File: src/rtl/stack_controller_if.sv
// Opcode handshake plus shift-register control/readback bundle for stack_controller.
// The slave side is the controller; the master side is the decoder plus shift register.
interface stack_controller_if #(
  parameter int unsigned SIZE    = 8,
  parameter int unsigned DEPTH_W = 4
) ();
  logic               op_valid;
  logic [2:0]         op_code;
  logic               op_data;
  logic               op_ready;
  logic [SIZE-1:0]    stack_q;
  logic [2:0]         sr_mode;
  logic               sr_d;
  logic [DEPTH_W-1:0] depth;
  logic               err_overflow;
  logic               err_underflow;

  modport master (
    output op_valid, op_code, op_data, stack_q,
    input  op_ready, sr_mode, sr_d, depth, err_overflow, err_underflow
  );

  modport slave (
    input  op_valid, op_code, op_data, stack_q,
    output op_ready, sr_mode, sr_d, depth, err_overflow, err_underflow
  );
endinterface

File: src/rtl/stack_controller.sv
// Expands calculator opcodes into one or two shift-register mode cycles, tracks stack depth
// and rejects overflow/underflow. All outputs are registered.
module stack_controller #(
  parameter int unsigned SIZE    = 8,
  parameter int unsigned DEPTH_W = 4
) (
  input logic               clk,
  input logic               reset,
  stack_controller_if.slave bus
);

  localparam logic [2:0] OpNop   = 3'b000;
  localparam logic [2:0] OpPush  = 3'b001;
  localparam logic [2:0] OpDrop  = 3'b010;
  localparam logic [2:0] OpSwap  = 3'b011;
  localparam logic [2:0] OpDup   = 3'b100;
  localparam logic [2:0] OpAnd   = 3'b101;
  localparam logic [2:0] OpXor   = 3'b110;
  localparam logic [2:0] OpClear = 3'b111;

  localparam logic [2:0] ModeIdle  = 3'b000;
  localparam logic [2:0] ModePush  = 3'b001;
  localparam logic [2:0] ModePop   = 3'b010;
  localparam logic [2:0] ModeSwap  = 3'b011;
  localparam logic [2:0] ModeReset = 3'b111;

  localparam logic [DEPTH_W-1:0] DepthFull = DEPTH_W'(SIZE);
  localparam logic [DEPTH_W-1:0] DepthOne  = DEPTH_W'(1);
  localparam logic [DEPTH_W-1:0] DepthTwo  = DEPTH_W'(2);

  typedef enum logic [1:0] {StIdle, StIssue, StIssue2} state_e;

  state_e             r_state, w_state;
  logic               r_op_ready, w_op_ready;
  logic [2:0]         r_sr_mode, w_sr_mode;
  logic               r_sr_d, w_sr_d;
  logic [DEPTH_W-1:0] r_depth, w_depth;
  logic               r_ovf, w_ovf;
  logic               r_unf, w_unf;
  logic               r_two, w_two;
  logic               r_is_and, w_is_and;
  logic               r_a, w_a;
  logic               r_b, w_b;

  // Only the top two bits are consumed; the rest of the readback is intentionally ignored.
  logic w_unused_stack;
  assign w_unused_stack = ^bus.stack_q;

  always_comb begin
    w_state  = r_state;
    w_sr_mode = ModeIdle;
    w_sr_d   = 1'b0;
    w_depth  = r_depth;
    w_ovf    = 1'b0;
    w_unf    = 1'b0;
    w_two    = r_two;
    w_is_and = r_is_and;
    w_a      = r_a;
    w_b      = r_b;

    case (r_state)
      StIdle: begin
        if (bus.op_valid && r_op_ready) begin
          w_state  = StIssue;
          w_a      = bus.stack_q[0];
          w_b      = bus.stack_q[1];
          w_two    = 1'b0;
          w_is_and = (bus.op_code == OpAnd);
          unique case (bus.op_code)
            OpNop: ;
            OpPush, OpDup: begin
              if (r_depth < DepthFull) begin
                w_sr_mode = ModePush;
                w_sr_d    = (bus.op_code == OpPush) ? bus.op_data : bus.stack_q[0];
                w_depth   = r_depth + DepthOne;
              end else begin
                w_ovf = 1'b1;
              end
            end
            OpDrop: begin
              if (r_depth >= DepthOne) begin
                w_sr_mode = ModePop;
                w_depth   = r_depth - DepthOne;
              end else begin
                w_unf = 1'b1;
              end
            end
            OpSwap: begin
              if (r_depth >= DepthTwo) begin
                w_sr_mode = ModeSwap;
              end else begin
                w_unf = 1'b1;
              end
            end
            OpAnd, OpXor: begin
              if (r_depth >= DepthTwo) begin
                w_sr_mode = ModePop;
                w_depth   = r_depth - DepthOne;
                w_two     = 1'b1;
              end else begin
                w_unf = 1'b1;
              end
            end
            OpClear: begin
              w_sr_mode = ModeReset;
              w_depth   = '0;
            end
          endcase
        end
      end
      StIssue: begin
        if (r_two) begin
          // Second half of a binary op: push the result computed from the latched operands.
          w_state   = StIssue2;
          w_sr_mode = ModePush;
          w_sr_d    = r_is_and ? (r_a & r_b) : (r_a ^ r_b);
        end else begin
          w_state = StIdle;
        end
      end
      StIssue2: w_state = StIdle;
      default:  w_state = StIdle;
    endcase

    w_op_ready = (w_state == StIdle);
  end

  always_ff @(posedge clk) begin
    if (reset) begin
      r_state    <= StIdle;
      r_op_ready <= 1'b0;
      r_sr_mode  <= ModeReset;
      r_sr_d     <= 1'b0;
      r_depth    <= '0;
      r_ovf      <= 1'b0;
      r_unf      <= 1'b0;
      r_two      <= 1'b0;
      r_is_and   <= 1'b0;
      r_a        <= 1'b0;
      r_b        <= 1'b0;
    end else begin
      r_state    <= w_state;
      r_op_ready <= w_op_ready;
      r_sr_mode  <= w_sr_mode;
      r_sr_d     <= w_sr_d;
      r_depth    <= w_depth;
      r_ovf      <= w_ovf;
      r_unf      <= w_unf;
      r_two      <= w_two;
      r_is_and   <= w_is_and;
      r_a        <= w_a;
      r_b        <= w_b;
    end
  end

  assign bus.op_ready      = r_op_ready;
  assign bus.sr_mode       = r_sr_mode;
  assign bus.sr_d          = r_sr_d;
  assign bus.depth         = r_depth;
  assign bus.err_overflow  = r_ovf;
  assign bus.err_underflow = r_unf;

endmodule
File: src/flat_wrapper.sv
// flat-port wrapper written by rule: the top's interface ports become plain ports
module stack_controller_flat 
#(
  parameter int unsigned SIZE    = 8,
  parameter int unsigned DEPTH_W = 4
)
  (clk, reset, bus_op_valid, bus_op_code, bus_op_data, bus_stack_q, bus_op_ready, bus_sr_mode, bus_sr_d, bus_depth, bus_err_overflow, bus_err_underflow);
  stack_controller_if #(.SIZE(SIZE), .DEPTH_W(DEPTH_W)) bus_i ();
  input logic clk;
  input logic reset;
  input wire logic [$bits(bus_i.op_valid)-1:0] bus_op_valid;
  input wire logic [$bits(bus_i.op_code)-1:0] bus_op_code;
  input wire logic [$bits(bus_i.op_data)-1:0] bus_op_data;
  input wire logic [$bits(bus_i.stack_q)-1:0] bus_stack_q;
  output wire logic [$bits(bus_i.op_ready)-1:0] bus_op_ready;
  output wire logic [$bits(bus_i.sr_mode)-1:0] bus_sr_mode;
  output wire logic [$bits(bus_i.sr_d)-1:0] bus_sr_d;
  output wire logic [$bits(bus_i.depth)-1:0] bus_depth;
  output wire logic [$bits(bus_i.err_overflow)-1:0] bus_err_overflow;
  output wire logic [$bits(bus_i.err_underflow)-1:0] bus_err_underflow;
  assign bus_i.op_valid = bus_op_valid;
  assign bus_i.op_code = bus_op_code;
  assign bus_i.op_data = bus_op_data;
  assign bus_i.stack_q = bus_stack_q;
  assign bus_op_ready = bus_i.op_ready;
  assign bus_sr_mode = bus_i.sr_mode;
  assign bus_sr_d = bus_i.sr_d;
  assign bus_depth = bus_i.depth;
  assign bus_err_overflow = bus_i.err_overflow;
  assign bus_err_underflow = bus_i.err_underflow;
  stack_controller #(.SIZE(SIZE), .DEPTH_W(DEPTH_W)) u_core (.clk(clk), .reset(reset), .bus(bus_i));
endmodule
File: config.mk
export PLATFORM = sky130hd
export DESIGN_NAME = stack_controller_flat
export DESIGN_NICKNAME = d
export VERILOG_FILES = /design/src/rtl/stack_controller_if.sv /design/src/rtl/stack_controller.sv /design/src/flat_wrapper.sv
export SDC_FILE = /design/constraint.sdc
export NUM_CORES = 1
export LEC_CHECK = 0
export BUFFER_PORTS_ARGS = -buffer_cell sky130_fd_sc_hd__buf_4
export CORE_UTILIZATION = 52
export CTS_CLUSTER_DIAMETER = 80
export CTS_CLUSTER_SIZE = 12
export DETAILED_ROUTE_END_ITERATION = 10
export GPL_TIMING_DRIVEN = 0
export HOLD_SLACK_MARGIN = 0.15
export PLACE_DENSITY = 0.82
export RECOVER_POWER = 50
export SLEW_MARGIN = 5
export SYNTH_ARGS = -nofsm -noshare
export SYNTH_HDL_FRONTEND = slang
export SYNTH_SLANG_ARGS = --single-unit
File: constraint.sdc
create_clock -name clk -period 5.05 [get_ports clk]
set_input_delay 1.01 -clock clk [delete_from_list [all_inputs] [get_ports clk]]
set_output_delay 1.01 -clock clk [all_outputs]
set_load 0.01 [all_outputs]
After elaboration in Yosys (flattened, before gate mapping)
Index checks and enable logic that the tools add are counted.
{"block": "word_totals", "word_cells": 71, "inputBits": 15, "out_inout_bits": 11, "register_bits": 17}
{"block": "classes", "addsub": 2, "mux": 28, "n_lt_le_gt_ge": 3, "bitwise": 5, "reduce_logical": 11, "n_eq_ne": 11}
{"op": "4-bit one-hot mux with 4 select lines", "n": 1}
{"op": "3-bit one-hot mux with 5 select lines", "n": 1}
{"op": "1-bit two-way mux", "n": 13}
{"op": "3-bit equality test, second input constant", "n": 4}
{"op": "4-bit two-way mux", "n": 3}
{"op": "2-bit two-way mux", "n": 5}
{"op": "3-bit by 2-bit equality test with 1-bit output, second input constant", "n": 2}
{"op": "2-bit by 1-bit inequality test with 1-bit output, second input constant", "n": 3}
{"op": "3-bit one-hot mux with 2 select lines", "n": 1}
{"op": "6-bit AND reduction", "n": 1}
{"op": "3-bit OR reduction", "n": 2}
{"op": "4-bit by 1-bit adder with 4-bit output, second input constant", "n": 1}
{"op": "4-bit by 1-bit >= comparator with 1-bit output, second input constant", "n": 1}
{"op": "4-bit by 2-bit >= comparator with 1-bit output, second input constant", "n": 1}
{"op": "2-bit zero test", "n": 2}
{"op": "4-bit < comparator, second input constant", "n": 1}
{"op": "1-bit one-hot mux with 2 select lines", "n": 2}
{"op": "2-bit one-hot mux with 2 select lines", "n": 1}
{"op": "4-bit nonzero test", "n": 1}
{"op": "2-bit OR reduction", "n": 2}
{"op": "4-bit OR reduction", "n": 1}
{"op": "4-bit by 1-bit subtractor with 4-bit output, second input constant", "n": 1}
{"op": "3-bit by 1-bit equality test with 1-bit output, second input constant", "n": 1}
{"op": "3-bit two-way mux", "n": 1}
{"op": "other kinds (6)", "n": 8}

Depth between registers and ports, before layout
{"block": "depth", "ltp_word": 6, "mapped_depth": 7, "mapped_depth_nobuf": 7}

Worst setup path after synthesis
OpenSTA, ideal clock, no wires.
{"block": "synth_timing", "kind": "input port to flip-flop", "start": "input bus_op_code[0]", "end": "register u_core.r_depth[3], in the netlist u_core.bus.depth[3]", "setup_ns": 0.132, "slack_ns": 2.948, "required_ns": 4.918, "cell_stages": 7, "arrival_ns": 1.969, "n_path_buf": 2, "cell_sequence": "buf_4 > buf_2 > and3b_1 > o21ai_0 > o21ai_0 > a32oi_1 > a311oi_2"}
{"block": "synth_between", "elab_chain_len": 4, "word_cells_on_any_way": 14, "classes_between": "eq/ne (9); mux (1); reduce/logical (4)"}
{"item": "from (decl)", "line_no": "flat_wrapper.sv:12", "text": "input wire logic [$bits(bus_i.op_code)-1:0] bus_op_code;"}
{"item": "3-bit equality test or 3-bit by 1-bit equality test with 1-bit output (tied branches)", "line_no": "stack_controller.sv:69", "text": "unique case (bus.op_code)"}
{"item": "2-bit OR reduction", "line_no": "stack_controller.sv:69"}
{"item": "2-bit by 1-bit inequality test with 1-bit output (no source line) or 4-bit nonzero test (tied branches)"}
{"item": "6-bit AND reduction (no source line)"}
{"item": "to (signal assigned)", "line_no": "stack_controller.sv:146", "text": "r_depth <= w_depth;"}
{"item": "to (decl)", "line_no": "stack_controller.sv:37", "text": "logic [DEPTH_W-1:0] r_depth, w_depth;"}
Parallel ways exist; a longest one is shown, timed or not.
A chain may end at the register's enable or synchronous reset.

Worst setup path in the final report
{"block": "layout_timing", "start": "input bus_op_code[0]", "end": "register u_core.r_depth[2], in the netlist u_core.bus.depth[2]"}
Same word-level chain as after synthesis.

==> impl_metrics.env <==
export IMPL_status="finished, final reports clean"
export IMPL_slowest_stage="clkbuf_1"
export IMPL_num_rows=15
export IMPL_synth_area_um2=1050
export IMPL_grt_usage=0.243
export IMPL_dominantRegCellSynth="dfxtp_1"
export IMPL_overflow=0
export IMPL_synth_edf_count=0
export IMPL_clock_latency_ns=0.29
export IMPL_synth_area_leaders="dfxtp_1 32%, ha_1 6.0%, nand2_1 5.4%"
export IMPL_yosysTopAreaCell="dfxtp_1"
export IMPL_max_freq_ghz=0.473
export IMPL_fin_crit_ns=2.11
export IMPL_max_stage_delay_ns=0.32
export IMPL_synth_nets=146
export IMPL_arrival_ns=2.33
export IMPL_path_class="in2reg"
export IMPL_synthArstFlopShare=0
export IMPL_first_pass_iters=4
export IMPL_antenna_found_initial=0
export IMPL_cp_start_kind="input pin"
export IMPL_skew_ns=0.00511
export IMPL_fin_tns_setup_ns=0
export IMPL_die_area_um2=2200
export IMPL_yosysSeqAreaShare=0.324
export IMPL_initial_utilization=0.583
export IMPL_die_w_um=47.0
export IMPL_cts_resized=0
export IMPL_grt_pass1_vias=878
export IMPL_drive_gt1_frac=0.223
export IMPL_cts_tree="yes"
export IMPL_vias=991
export IMPL_grt_max_degree=11
export IMPL_grt_first_pass_wirelength_um=3740
export IMPL_rsz0062_at_grt="no"
export IMPL_wl_per_cell_um=13.7
export IMPL_avgSynthCellArea_um2=8.34
export IMPL_synth_seq_cells=17
export IMPL_synthCells=126
export IMPL_synth_cell_type_count=42
export IMPL_drv_cap=0
export IMPL_diodes=0
export IMPL_postRouteAntennaNets=0
export IMPL_p_leak_nw=0.486
export IMPL_tightestPinTransition_ns=0.542
export IMPL_yosysTopAreaCellShare=0.324
export IMPL_drt_iter0_markers=23
export IMPL_die_h_um=47.0
export IMPL_final_util=0.676
export IMPL_yosysMostFrequentCell="dfxtp_1"
export IMPL_cts_hold_buf=0
export IMPL_finalCritPeriodShare=0.418
export IMPL_finalSetupViolCount=0
export IMPL_ys_warn_count=0
export IMPL_totalPowerFinal_mw=0.299
export IMPL_clockBufferDepth=2
export IMPL_htreeDepth=1
export IMPL_dp_final_hpwl_um=1790
export IMPL_nets=169
export IMPL_use_met2=0.389
export IMPL_hp_class="reg2reg"
export IMPL_portBuffers=18
export IMPL_drv_slew=0
export IMPL_core_um2=1800
export IMPL_clkTransAtPathRegs_ns=0.09
export IMPL_crit_fanout=10
export IMPL_clock_sinks=17
export IMPL_area_growth_pct=15.8
export IMPL_ios=26
export IMPL_grt_most_used_layer="met2"
export IMPL_path_cells="buf_4, clkbuf_1, nor2b_1, a22oi_1, o21ai_0, a31oi_1, a211oi_2"
export IMPL_slew_limit_headroom=0.636
export IMPL_synth_common_cells="17 x dfxtp_1, 15 x nand2_1, 11 x a21oi_1, 9 x nor2_1"
export IMPL_drt_total_wl_um=2370
export IMPL_finalHoldViolCount=0
export IMPL_cellPowerDensity_nw_per_um2=246
export IMPL_cts_buffers_inserted=3
export IMPL_met1_usage=0.313
export IMPL_cts_root_buf="clkbuf_4"
export IMPL_gp_congestion=0.872
export IMPL_drt_vias_per_instance=5.73
export IMPL_end_kind="flip-flop"
export IMPL_required_ns=5.27
export IMPL_drc=0
export IMPL_vdd_drop_max_mv=0.183
export IMPL_grt_use_met3=0.0577
export IMPL_postCtsSetupRepairBufs=0
-- kinds of logic after synthesis --
kind of cell,after synthesis,synth area share
compound gates,38,0.257
fa+ha+maj,5,0.0595
buf+inv,10,0.0571
flops,17,0.324
mux,4,0.0405
simple gates,52,0.262
-- per-layer routing --
metal  share of wire  up-vias
met4           0.032        0
li1                -      498
met2            0.46       28
met5               0        -
met1            0.46      456
met3           0.046        9
-- stage by stage --
stage                     cell area [µm²]  cells  worst slack, ns  hold WS (ns)
after floorplan                      1050    126             2.95         0.440
after global placement               1220    169             2.70         0.446
after detailed placement             1220    169             2.70         0.458
after CTS                            1240    173             3.01         0.472
after global routing                 1220    173             2.86         0.514
final                                1220    173             2.94         0.469
-- flip-flops by register name (all words and copies together), names as in the netlist --
name and count:
u_core.r_a 1, u_core.bus.op_ready 1, u_core.bus.depth 4, u_core.r_state 2, u_core.r_b 1, u_core.r_is_and 1, u_core.bus.err_underflow 1, u_core.bus.sr_d 1
u_core.bus.err_overflow 1, u_core.bus.sr_mode 3, u_core.r_two 1
-- cell type report --
cell class / instances / area [µm²]
timing repair buffer: 18 / 109
multi-input combinational: 99 / 651
sequential: 17 / 340
clock buffer: 3 / 22.5
tap: 25 / 31.3
inverter: 2 / 7.51
fill: 166 / 584
buffer: 8 / 51.3
clock inverter: 1 / 5.00
-- worst max-delay path: cells and delay by family --
| kind | cells | cell delay, ns |
|---|---|---|
| AO/OA/AOI/OAI | 4 | 0.60 |
| buffers and inverters | 2 | 0.44 |
| AND/OR/NAND/NOR | 1 | 0.29 |
-- worst paths after layout --
check | startpoint | end | slack [ns] | cells after the start
max reg2reg | u_core.bus.depth[1] | u_core.bus.depth[2] | 3.01 | 7
min reg2reg | u_core.r_a | u_core.r_a | 0.47 | 2
min | u_core.r_a | u_core.r_a | 0.47 | 2
max | bus_op_code[0] | u_core.bus.depth[2] | 2.94 | 7
-- power breakdown --
part	total [mW]	internal [mW]	switching, mW
sequential	0.145	0.140	0.00479
clock	0.0734	0.0295	0.0439
combinational	0.0808	0.0338	0.0470
total	0.299	0.203	0.0957
-- layout by cell type (no fill, tap or decap), types with 2 or more instances in the layout --
| master | n |
|---|---|
| a21oi_1 | 11 |
| a31oi_1 | 4 |
| and3_1 | 2 |
| buf_4 | 12 |
| clkbuf_1 | 9 |
| clkbuf_4 | 5 |
| dfxtp_1 | 17 |
| ha_1 | 5 |
| inv_1 | 2 |
| mux2_2 | 2 |
| mux2i_1 | 2 |
| nand2_1 | 15 |
| nand2b_1 | 4 |
| nand3_1 | 3 |
| nor2_1 | 9 |
| nor2b_1 | 4 |
| nor3_1 | 7 |
| o21a_1 | 2 |
| o21ai_0 | 7 |
| o21bai_1 | 2 |
| o221ai_1 | 2 |
(Power assumes the default switching activity.)
